### config.mk
export PLATFORM = sky130hd
export DESIGN_NAME = boot_mem_shadow
export DESIGN_NICKNAME = d
export VERILOG_FILES = /design/src/rtl/boot_mem_shadow.sv
export SDC_FILE = /design/constraint.sdc
export NUM_CORES = 1
export LEC_CHECK = 0
export ABC_AREA = 1
export CORE_MARGIN = 2
export CORE_UTILIZATION = 55
export CTS_BUF_LIST = sky130_fd_sc_hd__clkbuf_4
export DETAILED_ROUTE_END_ITERATION = 16
export PLACE_DENSITY = 0.76
export SYNTH_ARGS = -nofsm -noshare
export SYNTH_HDL_FRONTEND = slang
export SYNTH_SLANG_ARGS = --single-unit
### constraint.sdc
create_clock -name clk -period 6.8 [get_ports clk]
set_clock_uncertainty 0.1 [all_clocks]
set_input_delay 0.68 -clock clk [delete_from_list [all_inputs] [get_ports clk]]
set_output_delay 0.68 -clock clk [all_outputs]
set_load 0.01 [all_outputs]
### src/rtl/boot_mem_shadow.sv
// boot_mem_shadow: a flop-based boot memory made of two regions.
// The lower ROM_DEPTH words hold a write-protected boot image that is
// loaded at reset. The upper words are general RAM.
// It has a registered read port, a sticky write-error flag and a restore
// sequencer that rewrites the protected region from the image.
module boot_mem_shadow #(
  parameter int DATA_W    = 16,
  parameter int ADDR_W    = 4,
  parameter int DEPTH     = 12,
  parameter int ROM_DEPTH = 7,
  parameter logic [DATA_W*(2**ADDR_W)-1:0] INIT_IMAGE = {
    {8{16'h0000}},
    16'h0008, 16'h4000, 16'h6007, 16'hB007,
    16'hF400, 16'hF800, 16'h4000, 16'hF200}
) (
  input  logic              clk,
  input  logic              rst,
  input  logic              cs,
  input  logic              we,
  input  logic [ADDR_W-1:0] addr,
  input  logic [DATA_W-1:0] din,
  input  logic              unlock,
  input  logic              restore,
  output logic [DATA_W-1:0] dout,
  output logic              rvalid,
  output logic              ready,
  output logic              busy,
  output logic              wr_err
);

  typedef enum logic {IDLE = 1'b0, RESTORE = 1'b1} state_t;

  state_t              state_q, state_d;
  logic [ADDR_W-1:0]   cnt_q, cnt_d;
  logic [DATA_W-1:0]   mem_q [DEPTH];
  logic [DATA_W-1:0]   mem_d [DEPTH];
  logic [DATA_W-1:0]   dout_q, dout_d;
  logic                rvalid_q, rvalid_d;
  logic                wr_err_q, wr_err_d;

  logic acc_wr, acc_rd, in_rom, mapped, wr_ok;

  // ready depends only on the sequencer state.
  assign busy   = (state_q == RESTORE);
  assign ready  = ~busy;
  assign dout   = dout_q;
  assign rvalid = rvalid_q;
  assign wr_err = wr_err_q;

  // Decode the bus access and its protection.
  always_comb begin
    acc_wr = cs & we & ready;
    acc_rd = cs & ~we & ready;
    in_rom = (32'(addr) < ROM_DEPTH);
    mapped = (32'(addr) < DEPTH);
    wr_ok  = mapped & (~in_rom | unlock);
  end

  // Next state for the sequencer, the array, the read port and the error flag.
  always_comb begin
    state_d  = state_q;
    cnt_d    = cnt_q;
    mem_d    = mem_q;
    dout_d   = dout_q;
    rvalid_d = 1'b0;
    wr_err_d = wr_err_q;

    case (state_q)
      IDLE: begin
        if (restore) begin
          state_d  = RESTORE;
          cnt_d    = '0;
          wr_err_d = 1'b0;
        end
      end
      RESTORE: begin
        for (int k = 0; k < ROM_DEPTH; k++)
          if (32'(cnt_q) == k) mem_d[k] = INIT_IMAGE[k*DATA_W +: DATA_W];
        cnt_d = cnt_q + 1'b1;
        if (32'(cnt_q) == ROM_DEPTH - 1) state_d = IDLE;
      end
      default: state_d = IDLE;
    endcase

    // A dropped write sets the error flag after the restore-start clear.
    // The set therefore wins when both happen in the same cycle.
    if (acc_wr) begin
      if (wr_ok) begin
        for (int k = 0; k < DEPTH; k++)
          if (32'(addr) == k) mem_d[k] = din;
      end else begin
        wr_err_d = 1'b1;
      end
    end

    if (acc_rd) begin
      rvalid_d = 1'b1;
      dout_d   = '0;
      for (int k = 0; k < DEPTH; k++)
        if (32'(addr) == k) dout_d = mem_q[k];
    end
  end

  // State register. Reset reloads the image and aborts any restore.
  always_ff @(posedge clk or posedge rst) begin
    if (rst) begin
      state_q  <= IDLE;
      cnt_q    <= '0;
      dout_q   <= '0;
      rvalid_q <= 1'b0;
      wr_err_q <= 1'b0;
      for (int k = 0; k < DEPTH; k++)
        mem_q[k] <= INIT_IMAGE[k*DATA_W +: DATA_W];
    end else begin
      state_q  <= state_d;
      cnt_q    <= cnt_d;
      dout_q   <= dout_d;
      rvalid_q <= rvalid_d;
      wr_err_q <= wr_err_d;
      mem_q    <= mem_d;
    end
  end

endmodule

; After elaboration in Yosys (flattened, before gate mapping)
; Cells that the tools add are included.
[word_totals]
reg_bits = 215
in_bits = 26
out_inout_bits = 20
wordCells = 98
[op_classes]
n_addsub = 1
order_cmp = 2
eq_ne = 18
muxes = 44
bitwise = 9
n_reduce_logical = 7
[ops]
columns = op, n
row1 = $mux W16, 31
row2 = $mux W192, 2
row3 = $mux W112, 1
row4 = $eq A4 B3 Y1 const B, 7
row5 = $eq A4 B2 Y1 const B, 4
row6 = $eq A4 B4 Y1 const B, 4
row7 = $reduce_and A3 Y1, 5
row8 = $eq A4 B1 Y1 const B, 2
row9 = $logic_not A4 Y1, 2
row10 = $pmux W4 S2, 1
row11 = $mux W1, 7
row12 = $and A1 B1 Y1, 5
row13 = $add A4 B1 Y4 const B, 1
row14 = $lt A4 B3 Y1 const B, 1
row15 = $lt A4 B4 Y1 const B, 1
row16 = $mux W4, 1
row17 = $not A1 Y1, 3
row18 = $ne A2 B2 Y1 const B, 1
row19 = $pmux W1 S2, 1
row20 = $or A1 B1 Y1, 1

; Depth between registers and ports, before layout
; Gate-level depths: netlist of run 1.
[depth]
ltp_word = 13
depth_mapped = 13
mapped_depth_nobuf = 13

; Worst setup path before layout of run 1
; OpenSTA, ideal clock, no wires.
[synth_timing]
path_kind = input port to flip-flop
startpoint = input port addr[3]
endpoint = register mem_q[130] (netlist bit)
setup_ns = 0.132
t_arrival_ns = 1.718
t_required_ns = 6.568
path_slack_ns = 4.850
path_stages = 9
path_buffers = 1
path_cell_list = inv_2 nand2_4 nor2_4 a211oi_4 nor2_8 nand2_4 buf_6 nand3b_1 o21ai_1
[synth_rtl]
columns = element, line
row1 = start: declaration, 20  ; input logic [ADDR_W-1:0] addr,
row2 = end signal: indexed assignment, 113  ; mem_q[k] <= INIT_IMAGE[k*DATA_W +: DATA_W];
row3 = end signal: assignment, 120  ; mem_q <= mem_d;
row4 = end: declaration, 35  ; logic [DATA_W-1:0] mem_q [DEPTH];

; Final worst setup path of run 1
[layout_timing]
startpoint = input port addr[0]
endpoint = register mem_q[57] (netlist bit)
[layout_via]
elab_chain_len = 5
word_cells_on_any_way = 7
cone_classes = order compare (2) / eq/ne (1) / bitwise (3) / reduce/logical (1)
[layout_rtl]
columns = element, line
row1 = $lt A4 B3 Y1, 54  ; in_rom = (32'(addr) < ROM_DEPTH);
row2 = $not A1 Y1, 56  ; wr_ok = mapped & (~in_rom | unlock);
row3 = $or A1 B1 Y1, 56
row4 = $and A1 B1 Y1, 56
row5 = $reduce_and A3 Y1 (no source line) (*), --
; Mark *: on every way between the ends. The rest lies on a longest branch, timed or not.
; A chain may end at the register's enable or synchronous reset.

==> flow_metrics.tcl, run 1 <==
set metrics [dict create \
    outcome "completed" \
    fin_setup_tns_ns 0 \
    start_util_pct 55.8 \
    dp_hpwl_um 16000 \
    cts_tree "done" \
    synthArstFlopShare_pct 100 \
    yosysSeqAreaShare_pct 52.1 \
    r2r_start "cnt_q[0]" \
    ys_top_cells_by_count "314 x nand2_1, 186 x dfrtp_1, 136 x o21ai_1" \
    cts_sinks 215 \
    yosysMostFrequentCell "nand2_1" \
    rr_worst_depth 7 \
    hold-path-cell-count 2 \
    netlist_area_um2 10400 \
    slew_headroom_pct 21.2 \
    crit_path_cell_trace "clkdlybuf4s50_1, nor2_1, nand2_1, clkinv_1, nand2_4, nand2_1, o21ai_1" \
    cellPowerDensity_nw_per_um2 287 \
    worst_pin_slew_ns 1.18 \
    grt_max_degree 148 \
    ys_top_cells_by_area "dfrtp_1 45%, nand2_1 11%, dfstp_2 7.3%" \
    drv_cap 0 \
    synth-simple-area-share_pct 27.0 \
    via_count 8436 \
    antenna_left 0 \
    ys_seq_elements 215 \
    hp-class "flip-flop to flip-flop" \
    drt-pass1-iter-count 5 \
    critical_path.top_delay_family "simple AND/OR/NAND/NOR gates" \
    drt_iter0_markers 687 \
    r2r-end "mem_q[121]" \
    avgSynthCellArea_um2 8.41 \
    period_share_pct 40.9 \
    synth_compound_area_share_pct 11.6 \
    worstSetupEndpointType "flip-flop" \
    grt_pass1_wl_um 41500 \
    gp_congestion 0.858 \
    post_drt_wl_per_cell_um 16.1 \
    rsz0062_at_grt "false" \
    drc_errors 0 \
    dp_slack_ns 3.32 \
    hold_viol 0 \
    grtUsageTotal_pct 26.0 \
    viasPerCell 5.45 \
    vdd_ir_drop_max_uv 128 \
    synth_top_area_share_pct 44.7 \
    hold_end "dout[13]" \
    yosys.area_share.xor_xnor_pct 0 \
    path_max_fanout 32 \
    hold_buffers 0 \
    ys.flop_type "dfrtp_1" \
    postLayoutCellArea_um2 11500 \
    cp-start-kind "input port" \
    cp.required_ns 7.22 \
    pin_count 46 \
    dpl_cell_area_um2 10700 \
    drive_above_1_share_pct 13.3 \
    syn-num-nets 1268 \
    fin_crit_ns 2.78 \
    critPathBufInv 2 \
    die_y_um 142 \
    synth_edf_count 0 \
    synth_adder_area_share_pct 0.481 \
    num_rows 50 \
    min_from "dout[13]" \
    cp_slowest_cell "nor2_1" \
    h-tree-depth 2 \
    fin_nets 1305 \
    cts_made_buffers 55 \
    io_buffers 45 \
    synth_top_family_by_area "simple AND/OR/NAND/NOR gates" \
    yosysTopAreaCell "dfrtp_1" \
    p_leak_nw 5.46 \
    cts_root_buf "clkbuf_4" \
    antenna_found_initial 1 \
    crit_path_frequent_cell "nand2_1" \
    cpPeakStageDelay_ns 0.62 \
    crit_type "input port to flip-flop" \
    worstSkewPairLatency_ns 0.66 \
    yosys_warnings 0 \
    arrival_ns 3.20 \
    die_area_um2 20000 \
    synth_cell_types 33 \
    clock_path_buffers 3 \
    clk_pin_slew_ns 0.07 \
    die_w_um 142 \
    cts-resized-gates 0 \
    overflow 0 \
    post_cts_buffers 0 \
    wirelength_um 24800 \
    synthMuxAreaShare_pct 0 \
    grt_pass1_vias 8085 \
    fmax_mhz 359 \
    postSynthCellCount 1238 \
    r2r_slack_ns 4.53 \
    crit_cells 7 \
    setup_slack_ns 4.02 \
    slew_viol_final 0 \
    setup_viol 0 \
    coreArea_um2 18600 \
    syn2layout_area_growth_pct 10.1 \
]
## cell families after synthesis
kind of cell | Yosys count
AO/OA/AOI/OAI | 229
buffers and inverters | 190
AND/OR/NAND/NOR | 600
adder cells (fa/ha/maj) | 4
flip-flops | 215
## registers in the layout, indices dropped and copies added (netlist names)
signal and count:
mem_q 192, dout 16, busy 1, rvalid 1, cnt_q 4, wr_err 1
## metrics by stage
step / hold slack, ns / utilization (%) / power (mW) / std cells
after floorplan: 0.346 / - / 1.95 / 1238
after global placement: 0.360 / 57.5 / 2.16 / 1452
final: 0.377 / 61.4 / 3.29 / 1548
after CTS: 0.383 / 61.4 / 3.31 / 1547
after detailed placement: 0.365 / 57.5 / 2.17 / 1452
after global routing: 0.398 / 61.4 / 3.48 / 1548
## layout by cell type (no fill, tap or decap), types with 2 or more instances in the layout
cell             count
inv_2                4
o21ai_1            136
nand2_2              2
o31ai_1              3
nor3_1               8
nand2_4             10
ha_1                 4
inv_1              112
nor2_2               3
a22o_1               2
or2_0                6
nand3_1             75
or2_2               11
o21ai_0             50
o21ai_2              8
dfstp_2             29
nand2_1            314
buf_4                6
clkbuf_4            91
dfrtp_1            186
clkinv_1             5
nand3b_1            53
nor2_1              89
nor2_4               5
a21oi_1             28
nand4_1             21
clkdlybuf4s50_1     45
## how the worst max path moves through the flow
stage	endpoint	slack, ns	startpoint
after floorplan	busy	0.19	rst
after global placement	mem_q[52]	3.42	addr[0]
after detailed placement	mem_q[57]	3.32	addr[0]
after CTS	mem_q[61]	4.06	addr[0]
after global routing	mem_q[48]	3.79	addr[0]
final	mem_q[57]	4.02	addr[0]
## per-layer routing
metal	routed length, um	global-route usage, %
met1	10800	35.1
met2	12200	42.6
met3	1270	4.39
met4	581	9.58
met5	0	0
## worst reg2reg max path, delay by kind of cell, from the launching register on
kind	cells	cell delay (ns)
buffers and inverters	2	0.56
adder cells (fa/ha/maj)	1	0.15
AO/OA/AOI/OAI	1	0.10
AND/OR/NAND/NOR	3	0.76
flip-flops	1	0.44
## power by group
part / leakage (nW) / switching, mW / internal (mW) / total, mW
logic: 2.16 / 0.336 / 0.254 / 0.590
registers: 2.86 / 0.104 / 1.46 / 1.56
clock network: 0.440 / 0.502 / 0.632 / 1.13
total: 5.46 / 0.943 / 2.35 / 3.29
## cell type report
class	count	area, um^2
diodes	1	2.50
multi-input cells	833	4070
inverters	119	454
fillers	1666	7190
repair buffers	51	495
flip-flops and latches	215	5420
clock buffers	91	683
well taps	234	293
clock inverters	4	41.3
No activity file was read; power rests on OpenSTA's default activity.
==> inputs of run 2 (changes only) <==
clock period = 2.37 ns   (was 6.8 ns; I/O delays follow)
==> flow_metrics.tcl, run 2 (synthesis results as in run 1) <==
set metrics [dict create \
    clk_pin_slew_ns 0.07 \
    crit_type "flip-flop to output pin" \
    cp-start-kind "flip-flop" \
    num_rows 50 \
    drt_iter0_markers 755 \
    fin_nets 1333 \
    coreArea_um2 18600 \
    clock_path_buffers 3 \
    h-tree-depth 2 \
    rsz0062_at_grt "false" \
    fill_cells 1620 \
    arrival_ns 1.89 \
    final_cell_mix "314 x nand2_1, 186 x dfrtp_1, 136 x o21ai_1" \
    start_util_pct 55.8 \
    pin_count 46 \
    syn2layout_area_growth_pct 12.6 \
    post_drt_wl_per_cell_um 15.5 \
    p_leak_nw 5.61 \
    die_y_um 142 \
    path_max_fanout 10 \
    postLayoutCellArea_um2 11700 \
    grtUsageTotal_pct 25.4 \
    slew_headroom_pct 56.5 \
    wirelength_um 24500 \
    final_common_cell "nand2_1" \
    gp_congestion 0.877 \
    fmax_mhz 448 \
    worstSetupEndpointType "output pin" \
    p_total_mw 9.43 \
    antenna_found_initial 1 \
    cellPowerDensity_nw_per_um2 804 \
    setup_viol 0 \
    die_w_um 142 \
    cts_sinks 215 \
    drv_cap 0 \
    holdWs_ns 0.0674 \
    dp_hpwl_um 16800 \
    worst_pin_slew_ns 0.649 \
    cp.required_ns 2.03 \
    vdd_ir_drop_max_uv 342 \
    drt-pass1-iter-count 5 \
    cts_made_buffers 56 \
    drc_errors 0 \
    worstSkewPairLatency_ns 0.69 \
    grt_max_degree 62 \
    viasPerCell 5.40 \
    outcome "completed" \
    period_share_pct 94.1 \
    hold_viol 0 \
    overflow 0 \
    cts_root_buf "clkbuf_4" \
    cts_tree "done" \
    drive_above_1_share_pct 14.6 \
    largest_reg_flops 192 \
    fin_crit_ns 2.23 \
    grt_pass1_vias 8332 \
    via_count 8543 \
    grt_pass1_wl_um 40700 \
    die_area_um2 20000 \
    slew_viol_final 0 \
    hp-class "input port to flip-flop" \
    antenna_left 0 \
    max_flop_register "mem_q" \
    dpl_cell_area_um2 11000 \
    io_buffers 45 \
]
-- run 2: timing repair --
action / CTS / global route
gates resized for setup: 0 / 0
setup buffers: 0 / 0
hold buffers: 1 / 0
endpoints found under the hold margin: 9 / 0
-- run 2: metal layers --
layer | track usage, % | up-vias | routed length, um | share of wire, %
li1 | - | 4186 | - | -
met4 | 10.3 | 0 | 746 | 3.0
met2 | 42.9 | 207 | 12100 | 49
met3 | 4.93 | 58 | 1010 | 4.1
met5 | 0 | - | 0 | 0
met1 | 32.4 | 4092 | 10600 | 43
-- run 2: where the power goes --
| group | internal [mW] | switching (mW) | total, mW |
|---|---|---|---|
| sequential | 4.18 | 0.275 | 4.46 |
| clock | 1.65 | 1.51 | 3.16 |
| combinational | 0.803 | 1.01 | 1.81 |
-- run 2: stage by stage --
step           cells  util, %  worst slack (ns)  setup TNS (ns)
2_1_floorplan   1238        -            -0.741         -138.72
3_3_place_gp    1478     59.0           -0.0515          -0.132
3_5_place_dp    1478     59.0           -0.0361         -0.0695
4_1_cts         1582     62.9            0.0889               0
5_1_grt         1583     62.9            0.0533               0
6_report        1583     62.9             0.139               0
-- run 2: critical path: stages (launching register included) --
cell and delay (ns):
dfrtp_1 0.41, buf_4 0.18, inv_1 0.10, clkdlybuf4s50_1 0.54
-- run 2: cell type report --
class	count	area [um^2]	share of cell area, %
Sequential cell	215	5420	46.2
Multi-Input combinational cell	833	4070	34.7
Timing Repair Buffer	78	776	6.62
Clock buffer	86	646	5.51
Inverter	119	450	3.84
Tap cell	234	293	2.50
Clock inverter	17	68.8	0.587
Antenna cell	1	2.50	0.0214
-- run 2: final timing paths --
path	start	endpoint	slack, ns	cells after the start
worst max-delay path	busy	ready	0.14	3
worst min register to register	dout[8]	dout[8]	0.38	2
worst min-delay path	din[11]	mem_q[155]	0.07	3
max in group asynchronous	rst	mem_q[185]	1.07	4
worst max register to register	busy	mem_q[170]	0.49	6
min in group asynchronous	rst	rvalid	0.36	3
